==> config.mk <==
export PLATFORM = sky130hd
export DESIGN_NAME = modclk_nonoverlap_gen_flat
export DESIGN_NICKNAME = d
export VERILOG_FILES = /design/src/rtl/modclk_nonoverlap_gen_if.sv /design/src/rtl/modclk_nonoverlap_gen.sv /design/src/flat_wrapper.sv
export SDC_FILE = /design/constraint.sdc
export NUM_CORES = 1
export LEC_CHECK = 0
export CORE_ASPECT_RATIO = 1.25
export CORE_MARGIN = 10
export CORE_UTILIZATION = 50
export DETAILED_ROUTE_END_ITERATION = 8
export HOLD_SLACK_MARGIN = 0.05
export PLACE_DENSITY_LB_ADDON = 0.1
export SLEW_MARGIN = 20
export SYNTH_ARGS = -nofsm -noshare
export SYNTH_HDL_FRONTEND = slang
export SYNTH_SLANG_ARGS = --single-unit
==> constraint.sdc <==
create_clock -name i_clk_in -period 5.15 [get_ports i_clk_in]
set_input_delay 0.515 -clock i_clk_in [delete_from_list [all_inputs] [get_ports i_clk_in]]
set_output_delay 0.515 -clock i_clk_in [all_outputs]
set_load 0.01 [all_outputs]
==> src/rtl/modclk_nonoverlap_gen_if.sv <==
// Control, configuration and clock-output bundle of the modulation clock generator.
// The master side drives run/config requests; the slave side returns clocks and status.
interface modclk_nonoverlap_gen_if #(
   parameter int CNT_W = 12
);
   logic             enable;
   logic             cfg_load;
   logic [CNT_W-1:0] half_period;
   logic [CNT_W-1:0] dead_time;
   logic [CNT_W:0]   phase;
   logic             clk_out_mod;
   logic             clk_out_modn;
   logic             clk_out_modl;
   logic             period_start;
   logic             cfg_ack;
   logic             cfg_err;
   logic             running;

   modport master (
      output enable, cfg_load, half_period, dead_time, phase,
      input  clk_out_mod, clk_out_modn, clk_out_modl, period_start,
      input  cfg_ack, cfg_err, running
   );

   modport slave (
      input  enable, cfg_load, half_period, dead_time, phase,
      output clk_out_mod, clk_out_modn, clk_out_modl, period_start,
      output cfg_ack, cfg_err, running
   );
endinterface

==> src/rtl/modclk_nonoverlap_gen.sv <==
// Period-counter based generator for CLK_MOD / CLK_MODN / CLK_MODL with run-time
// configuration that is only swapped in at period boundaries (or directly while idle).
module modclk_nonoverlap_gen #(
   parameter int CNT_W           = 12,
   parameter int DEF_HALF_PERIOD = 8,
   parameter int DEF_DEAD_TIME   = 2,
   parameter int DEF_PHASE       = 4
) (
   input  logic                  i_clk_in,
   input  logic                  i_reset_n,
   modclk_nonoverlap_gen_if.slave if_mod
);
   localparam int CW = CNT_W + 1;

   typedef enum logic [1:0] {
      ST_IDLE = 2'd0,
      ST_RUN  = 2'd1,
      ST_STOP = 2'd2
   } state_t;

   state_t           r_state;
   state_t           w_state_nxt;
   logic [CW-1:0]    r_cnt;
   logic [CW-1:0]    w_cnt_nxt;

   logic [CNT_W-1:0] r_hp;
   logic [CNT_W-1:0] r_dt;
   logic [CW-1:0]    r_ph;
   logic [CNT_W-1:0] r_pend_hp;
   logic [CNT_W-1:0] r_pend_dt;
   logic [CW-1:0]    r_pend_ph;
   logic             r_pend_vld;

   logic             r_mod;
   logic             r_modn;
   logic             r_modl;
   logic             r_period_start;
   logic             r_cfg_ack;
   logic             r_cfg_err;
   logic             r_running;

   logic [CW-1:0]    w_hp_x;
   logic [CW-1:0]    w_dt_x;
   logic [CW-1:0]    w_two_hp;
   logic [CW-1:0]    w_rel;
   logic             w_wrap;
   logic             w_legal;
   logic             w_mod;
   logic             w_modn;
   logic             w_modl;

   function automatic logic cfg_legal(input logic [CNT_W-1:0] hp,
                                      input logic [CNT_W-1:0] dt,
                                      input logic [CNT_W:0]   ph);
      logic [CNT_W:0] two_hp;
      two_hp = {hp, 1'b0};
      return (hp >= CNT_W'(2)) && (dt < hp) && (ph < two_hp);
   endfunction

   assign w_legal  = cfg_legal(if_mod.half_period, if_mod.dead_time, if_mod.phase);
   assign w_hp_x   = {1'b0, r_hp};
   assign w_dt_x   = {1'b0, r_dt};
   assign w_two_hp = {r_hp, 1'b0};
   assign w_wrap   = (r_state != ST_IDLE) && (r_cnt == (w_two_hp - CW'(1)));

   // Waveform decode of the current count; MODL uses a conditional add instead of a modulo.
   always_comb begin
      w_rel  = {CW{1'b0}};
      w_mod  = (r_cnt >= w_dt_x) && (r_cnt < w_hp_x);
      w_modn = (r_cnt >= (w_hp_x + w_dt_x)) && (r_cnt < w_two_hp);
      if (r_cnt < r_ph) begin
         w_rel = r_cnt - r_ph + w_two_hp;
      end else begin
         w_rel = r_cnt - r_ph;
      end
      w_modl = (w_rel < w_hp_x);
   end

   // Run-state next-state and counter logic.
   always_comb begin
      w_state_nxt = r_state;
      w_cnt_nxt   = r_cnt;
      case (r_state)
         ST_IDLE: begin
            w_cnt_nxt = {CW{1'b0}};
            if (if_mod.enable) begin
               w_state_nxt = ST_RUN;
            end else begin
               w_state_nxt = ST_IDLE;
            end
         end
         ST_RUN: begin
            w_cnt_nxt = w_wrap ? {CW{1'b0}} : (r_cnt + CW'(1));
            if (!if_mod.enable) begin
               w_state_nxt = ST_STOP;
            end else begin
               w_state_nxt = ST_RUN;
            end
         end
         ST_STOP: begin
            w_cnt_nxt = w_wrap ? {CW{1'b0}} : (r_cnt + CW'(1));
            // Re-enable resumes the running period; otherwise finish it and park.
            if (if_mod.enable) begin
               w_state_nxt = ST_RUN;
            end else if (w_wrap) begin
               w_state_nxt = ST_IDLE;
            end else begin
               w_state_nxt = ST_STOP;
            end
         end
         default: begin
            w_state_nxt = ST_IDLE;
            w_cnt_nxt   = {CW{1'b0}};
         end
      endcase
   end

   // State and period counter registers.
   always_ff @(posedge i_clk_in) begin
      if (!i_reset_n) begin
         r_state <= ST_IDLE;
         r_cnt   <= {CW{1'b0}};
      end else begin
         r_state <= w_state_nxt;
         r_cnt   <= w_cnt_nxt;
      end
   end

   // Configuration shadow/active registers with boundary-aligned apply.
   always_ff @(posedge i_clk_in) begin
      if (!i_reset_n) begin
         r_hp       <= CNT_W'(DEF_HALF_PERIOD);
         r_dt       <= CNT_W'(DEF_DEAD_TIME);
         r_ph       <= CW'(DEF_PHASE);
         r_pend_hp  <= {CNT_W{1'b0}};
         r_pend_dt  <= {CNT_W{1'b0}};
         r_pend_ph  <= {CW{1'b0}};
         r_pend_vld <= 1'b0;
         r_cfg_ack  <= 1'b0;
         r_cfg_err  <= 1'b0;
      end else begin
         r_cfg_ack <= 1'b0;
         r_cfg_err <= if_mod.cfg_load && !w_legal;
         if ((r_state == ST_IDLE) && if_mod.cfg_load && w_legal) begin
            r_hp       <= if_mod.half_period;
            r_dt       <= if_mod.dead_time;
            r_ph       <= if_mod.phase;
            r_pend_vld <= 1'b0;
            r_cfg_ack  <= 1'b1;
         end else begin
            if (((r_state == ST_IDLE) || w_wrap) && r_pend_vld) begin
               r_hp       <= r_pend_hp;
               r_dt       <= r_pend_dt;
               r_ph       <= r_pend_ph;
               r_pend_vld <= 1'b0;
               r_cfg_ack  <= 1'b1;
            end
            // A load on the wrap cycle lands in the shadow and waits for the next wrap.
            if (if_mod.cfg_load && w_legal) begin
               r_pend_hp  <= if_mod.half_period;
               r_pend_dt  <= if_mod.dead_time;
               r_pend_ph  <= if_mod.phase;
               r_pend_vld <= 1'b1;
            end
         end
      end
   end

   // Registered clock outputs, one cycle behind the counter, forced low while idle.
   always_ff @(posedge i_clk_in) begin
      if (!i_reset_n) begin
         r_mod          <= 1'b0;
         r_modn         <= 1'b0;
         r_modl         <= 1'b0;
         r_period_start <= 1'b0;
         r_running      <= 1'b0;
      end else if (r_state == ST_IDLE) begin
         r_mod          <= 1'b0;
         r_modn         <= 1'b0;
         r_modl         <= 1'b0;
         r_period_start <= 1'b0;
         r_running      <= 1'b0;
      end else begin
         r_mod          <= w_mod;
         r_modn         <= w_modn;
         r_modl         <= w_modl;
         r_period_start <= (r_cnt == {CW{1'b0}});
         r_running      <= 1'b1;
      end
   end

   assign if_mod.clk_out_mod  = r_mod;
   assign if_mod.clk_out_modn = r_modn;
   assign if_mod.clk_out_modl = r_modl;
   assign if_mod.period_start = r_period_start;
   assign if_mod.cfg_ack      = r_cfg_ack;
   assign if_mod.cfg_err      = r_cfg_err;
   assign if_mod.running      = r_running;
endmodule

==> src/flat_wrapper.sv <==
// flat-port wrapper written by rule: the top's interface ports become plain ports
module modclk_nonoverlap_gen_flat 
#(
   parameter int CNT_W           = 12,
   parameter int DEF_HALF_PERIOD = 8,
   parameter int DEF_DEAD_TIME   = 2,
   parameter int DEF_PHASE       = 4
)
  (i_clk_in, i_reset_n, if_mod_enable, if_mod_cfg_load, if_mod_half_period, if_mod_dead_time, if_mod_phase, if_mod_clk_out_mod, if_mod_clk_out_modn, if_mod_clk_out_modl, if_mod_period_start, if_mod_cfg_ack, if_mod_cfg_err, if_mod_running);
  modclk_nonoverlap_gen_if #(.CNT_W(CNT_W)) if_mod_i ();
  input  logic i_clk_in;
  input  logic i_reset_n;
  input wire logic [$bits(if_mod_i.enable)-1:0] if_mod_enable;
  input wire logic [$bits(if_mod_i.cfg_load)-1:0] if_mod_cfg_load;
  input wire logic [$bits(if_mod_i.half_period)-1:0] if_mod_half_period;
  input wire logic [$bits(if_mod_i.dead_time)-1:0] if_mod_dead_time;
  input wire logic [$bits(if_mod_i.phase)-1:0] if_mod_phase;
  output wire logic [$bits(if_mod_i.clk_out_mod)-1:0] if_mod_clk_out_mod;
  output wire logic [$bits(if_mod_i.clk_out_modn)-1:0] if_mod_clk_out_modn;
  output wire logic [$bits(if_mod_i.clk_out_modl)-1:0] if_mod_clk_out_modl;
  output wire logic [$bits(if_mod_i.period_start)-1:0] if_mod_period_start;
  output wire logic [$bits(if_mod_i.cfg_ack)-1:0] if_mod_cfg_ack;
  output wire logic [$bits(if_mod_i.cfg_err)-1:0] if_mod_cfg_err;
  output wire logic [$bits(if_mod_i.running)-1:0] if_mod_running;
  assign if_mod_i.enable = if_mod_enable;
  assign if_mod_i.cfg_load = if_mod_cfg_load;
  assign if_mod_i.half_period = if_mod_half_period;
  assign if_mod_i.dead_time = if_mod_dead_time;
  assign if_mod_i.phase = if_mod_phase;
  assign if_mod_clk_out_mod = if_mod_i.clk_out_mod;
  assign if_mod_clk_out_modn = if_mod_i.clk_out_modn;
  assign if_mod_clk_out_modl = if_mod_i.clk_out_modl;
  assign if_mod_period_start = if_mod_i.period_start;
  assign if_mod_cfg_ack = if_mod_i.cfg_ack;
  assign if_mod_cfg_err = if_mod_i.cfg_err;
  assign if_mod_running = if_mod_i.running;
  modclk_nonoverlap_gen #(.CNT_W(CNT_W), .DEF_HALF_PERIOD(DEF_HALF_PERIOD), .DEF_DEAD_TIME(DEF_DEAD_TIME), .DEF_PHASE(DEF_PHASE)) u_core (.i_clk_in(i_clk_in), .i_reset_n(i_reset_n), .if_mod(if_mod_i));
endmodule
==> results.json <==
{
  "status": "complete, no violations",
  "ys.flop_type": "dfxtp_1",
  "num_antenna_cells": 0,
  "dpl_cell_area_um2": 9040,
  "cts-root-buf": "clkbuf_16",
  "critPathSlowestCell": "dfxtp_1",
  "hpwl_um": 17100,
  "critical_path_class": "reg -> reg",
  "wirelength_um": 22300,
  "synth_top_area_cell": "dfxtp_1",
  "critPathBufInv": 1,
  "skew_ns": 0.00936,
  "post-place-ws_ns": 0.477,
  "rsz0062_at_grt": "no",
  "grt_overflow": 0,
  "fillers": 1585,
  "clkLatencyLatePin_ns": 0.36,
  "synth-seq-cells": 97,
  "htreeDepth": 3,
  "die_area_um2": 22400,
  "slew_headroom_pct": 54.8,
  "antenna_found_initial": 0,
  "setup_viol": 0,
  "synthTopCellsByArea": "dfxtp_1, ha_1, nand2_1",
  "cts_tree": "built",
  "hold_viol": 0,
  "clkSinkCount": 97,
  "cts.reportedPaths.clkPinSlew_ns": 0.08,
  "power_leakage_uw": 0.00399,
  "vias": 7450,
  "grt_max_degree": 76,
  "arrival_ns": 4.83,
  "synth_area_um2": 8390,
  "routabilityCongestion": 0.909,
  "final_util_pct": 57.3,
  "fp.dieH_um": 165,
  "hold_buffers": 0,
  "cts_buffers": 9,
  "via_per_inst": 5.65,
  "port_buffers": 47,
  "drive_gt1_share_pct": 4.72,
  "powerDensity_nw_per_um2": 225,
  "yosys.area.top_type_share_pct": 23.2,
  "grt_use_total_pct": 20.1,
  "grt_pass1_vias": 6981,
  "ant_nets": 0,
  "synthCells": 1079,
  "drt_iter0_markers": 367,
  "critPathRequiredTime_ns": 5.43,
  "io-pin-count": 48,
  "firstDrtPassIters": 4,
  "areaGrowthSynthToFinish_pct": 11.6,
  "core_um2": 16300,
  "clockBufferDepth": 2,
  "final_area_um2": 9360,
  "synth_most_common_cell": "nand2_1",
  "fmax_mhz": 219,
  "cp_common_cell": "o21ai_0",
  "wire_per_inst_um": 16.9,
  "critPathMaxStageDelay_ns": 0.40,
  "synth-seq-area-share_pct": 23.2,
  "yosys_warnings": 0,
  "drc_errors": 0,
  "crit_path_max_fanout": 6,
  "slew_violations": 0,
  "min_period_over_period_pct": 88.5,
  "critPathLaunchType": "flop",
  "grt_pass1_wl_um": 35900,
  "nets": 1267,
  "timing.final.ws_setup_ns": 0.594,
  "postSynthAreaPerCell_um2": 7.77,
  "yosys-top-cells-count": "nand2_1, ha_1, inv_1, dfxtp_1, o21ai_0",
  "syn-num-nets": 1249,
  "synth_edf_count": 0,
  "critical_path.top_delay_family": "compound AO/OA/AOI/OAI gates",
  "die_w_um": 136,
  "std_cell_rows": 52,
  "ctsResizeCount": 0,
  "setup_tns_ns": 0,
  "ir_drop_mv": 0.139,
  "final.hold.worst_slack_ns": 0.456,
  "async_flop_share_pct": 0,
  "worstMarginPinSlew_ns": 0.678,
  "critPathCaptureType": "flop",
  "netlist-cell-type-count": 59,
  "initial_utilization_pct": 51.4,
  "max_cap_violations": 0,
  "hold_path_class": "reg -> reg",
  "postCtsSetupRepairBufs": 0,
  "period_needed_ns": 4.56,
  "cp_cell_sequence": "inv_1 > ha_1 > fa_1 > nor2b_1 > o21ai_0 > a21boi_1 > nor2_1 > ha_1 > o211ai_1 > o21ai_0 > xor2_1 > mux2_2 > ha_1 > and4_1 > a2111oi_0 > o21ai_0 > a221oi_1 > o21ai_0 > nor3b_1"
}
-- sequential cells by signal, summed over array words and instances, names as in the netlist --
signal                      count
u_core.if_mod.cfg_err           1
u_core.r_pend_ph               13
u_core.r_dt                    12
u_core.if_mod.period_start      1
u_core.r_cnt                   13
u_core.r_ph                    13
u_core.r_pend_vld               1
u_core.if_mod.clk_out_mod       1
u_core.r_state                  2
u_core.r_hp                    12
u_core.r_pend_hp               12
u_core.r_pend_dt               12
u_core.if_mod.clk_out_modl      1
u_core.if_mod.cfg_ack           1
u_core.if_mod.clk_out_modn      1
u_core.if_mod.running           1
-- placed cells by master (no fill, tap or decap), types with 6 or more instances in the layout --
cell               n
nand2_1          148
ha_1             125
inv_1            105
dfxtp_1           97
o21ai_0           70
a21oi_1           66
nor2_1            62
clkdlybuf4s50_1   45
mux2i_1           40
and4_1            40
a31oi_1           39
xnor2_1           27
xor2_1            23
nor3_1            21
buf_4             16
a21o_1            12
o21a_1            11
nand3_1           11
a211oi_1          11
nor2b_1            9
nor4_1             9
clkbuf_16          9
nand4_1            8
o211ai_1           7
and3_1             7
mux2_2             6
a2111oi_0          6
-- routing by layer --
metal  routed length [um]  track usage, %
met1                 9970            24.7
met2                10500            33.7
met3                  825            3.37
met4                  925            8.97
met5                    0               0
-- cells by family after synthesis --
| family | share of synthesized area (%) |
|---|---|
| and+or+nand+nor | 20.2 |
| AOI/OAI and AO/OA | 18.8 |
| buffers and inverters | 7.55 |
| adders and majority gates | 19.5 |
| DFF | 23.2 |
| xor gates and xnor gates | 5.22 |
| muxes | 5.58 |
-- per-stage QoR --
step                      instances  total power, uW
final                          1318             2110
after global routing           1318             2240
after CTS                      1318             2130
after detailed placement       1302             1390
after global placement         1302             1390
after floorplan                1079             1240
-- report_power, final --
group,leakage [uW],switching (uW),internal [uW]
clock network,0.000158,339,393
registers,0.000784,19.9,769
logic,0.00304,321,268
total,0.00399,680,1430
-- path summary, 6_finish.rpt --
| kind | startpoint | end | slack [ns] | depth (start not counted) |
|---|---|---|---|---|
| setup / recovery | u_core.r_cnt[0] | u_core.if_mod.clk_out_modl | 0.59 | 19 |
| hold / removal | u_core.r_pend_ph[9] | u_core.r_pend_ph[9] | 0.46 | 2 |
| setup reg to reg | u_core.r_cnt[0] | u_core.if_mod.clk_out_modl | 0.59 | 19 |
| hold reg to reg | u_core.r_pend_ph[9] | u_core.r_pend_ph[9] | 0.46 | 2 |
-- cell type report --
cell class	count	area (um^2)	area share, %
clock buffer	9	225	2.41
clock inverter	7	95.1	1.02
inverter	105	394	4.21
multi-input combinational	820	5840	62.3
sequential	97	1940	20.7
tap	216	270	2.89
timing repair buffer	64	601	6.41
-- worst reg2reg max path, cell delays in order, from the launching register on --
cell and delay (ns):
dfxtp_1 0.40, inv_1 0.15, ha_1 0.24, fa_1 0.40
nor2b_1 0.11, o21ai_0 0.11, a21boi_1 0.30, nor2_1 0.11
ha_1 0.33, o211ai_1 0.12, o21ai_0 0.20, xor2_1 0.09
mux2_2 0.27, ha_1 0.30, and4_1 0.21, a2111oi_0 0.36
o21ai_0 0.19, a221oi_1 0.25, o21ai_0 0.12, nor3b_1 0.20
Note: power is estimated with default switching activity, not from simulation.
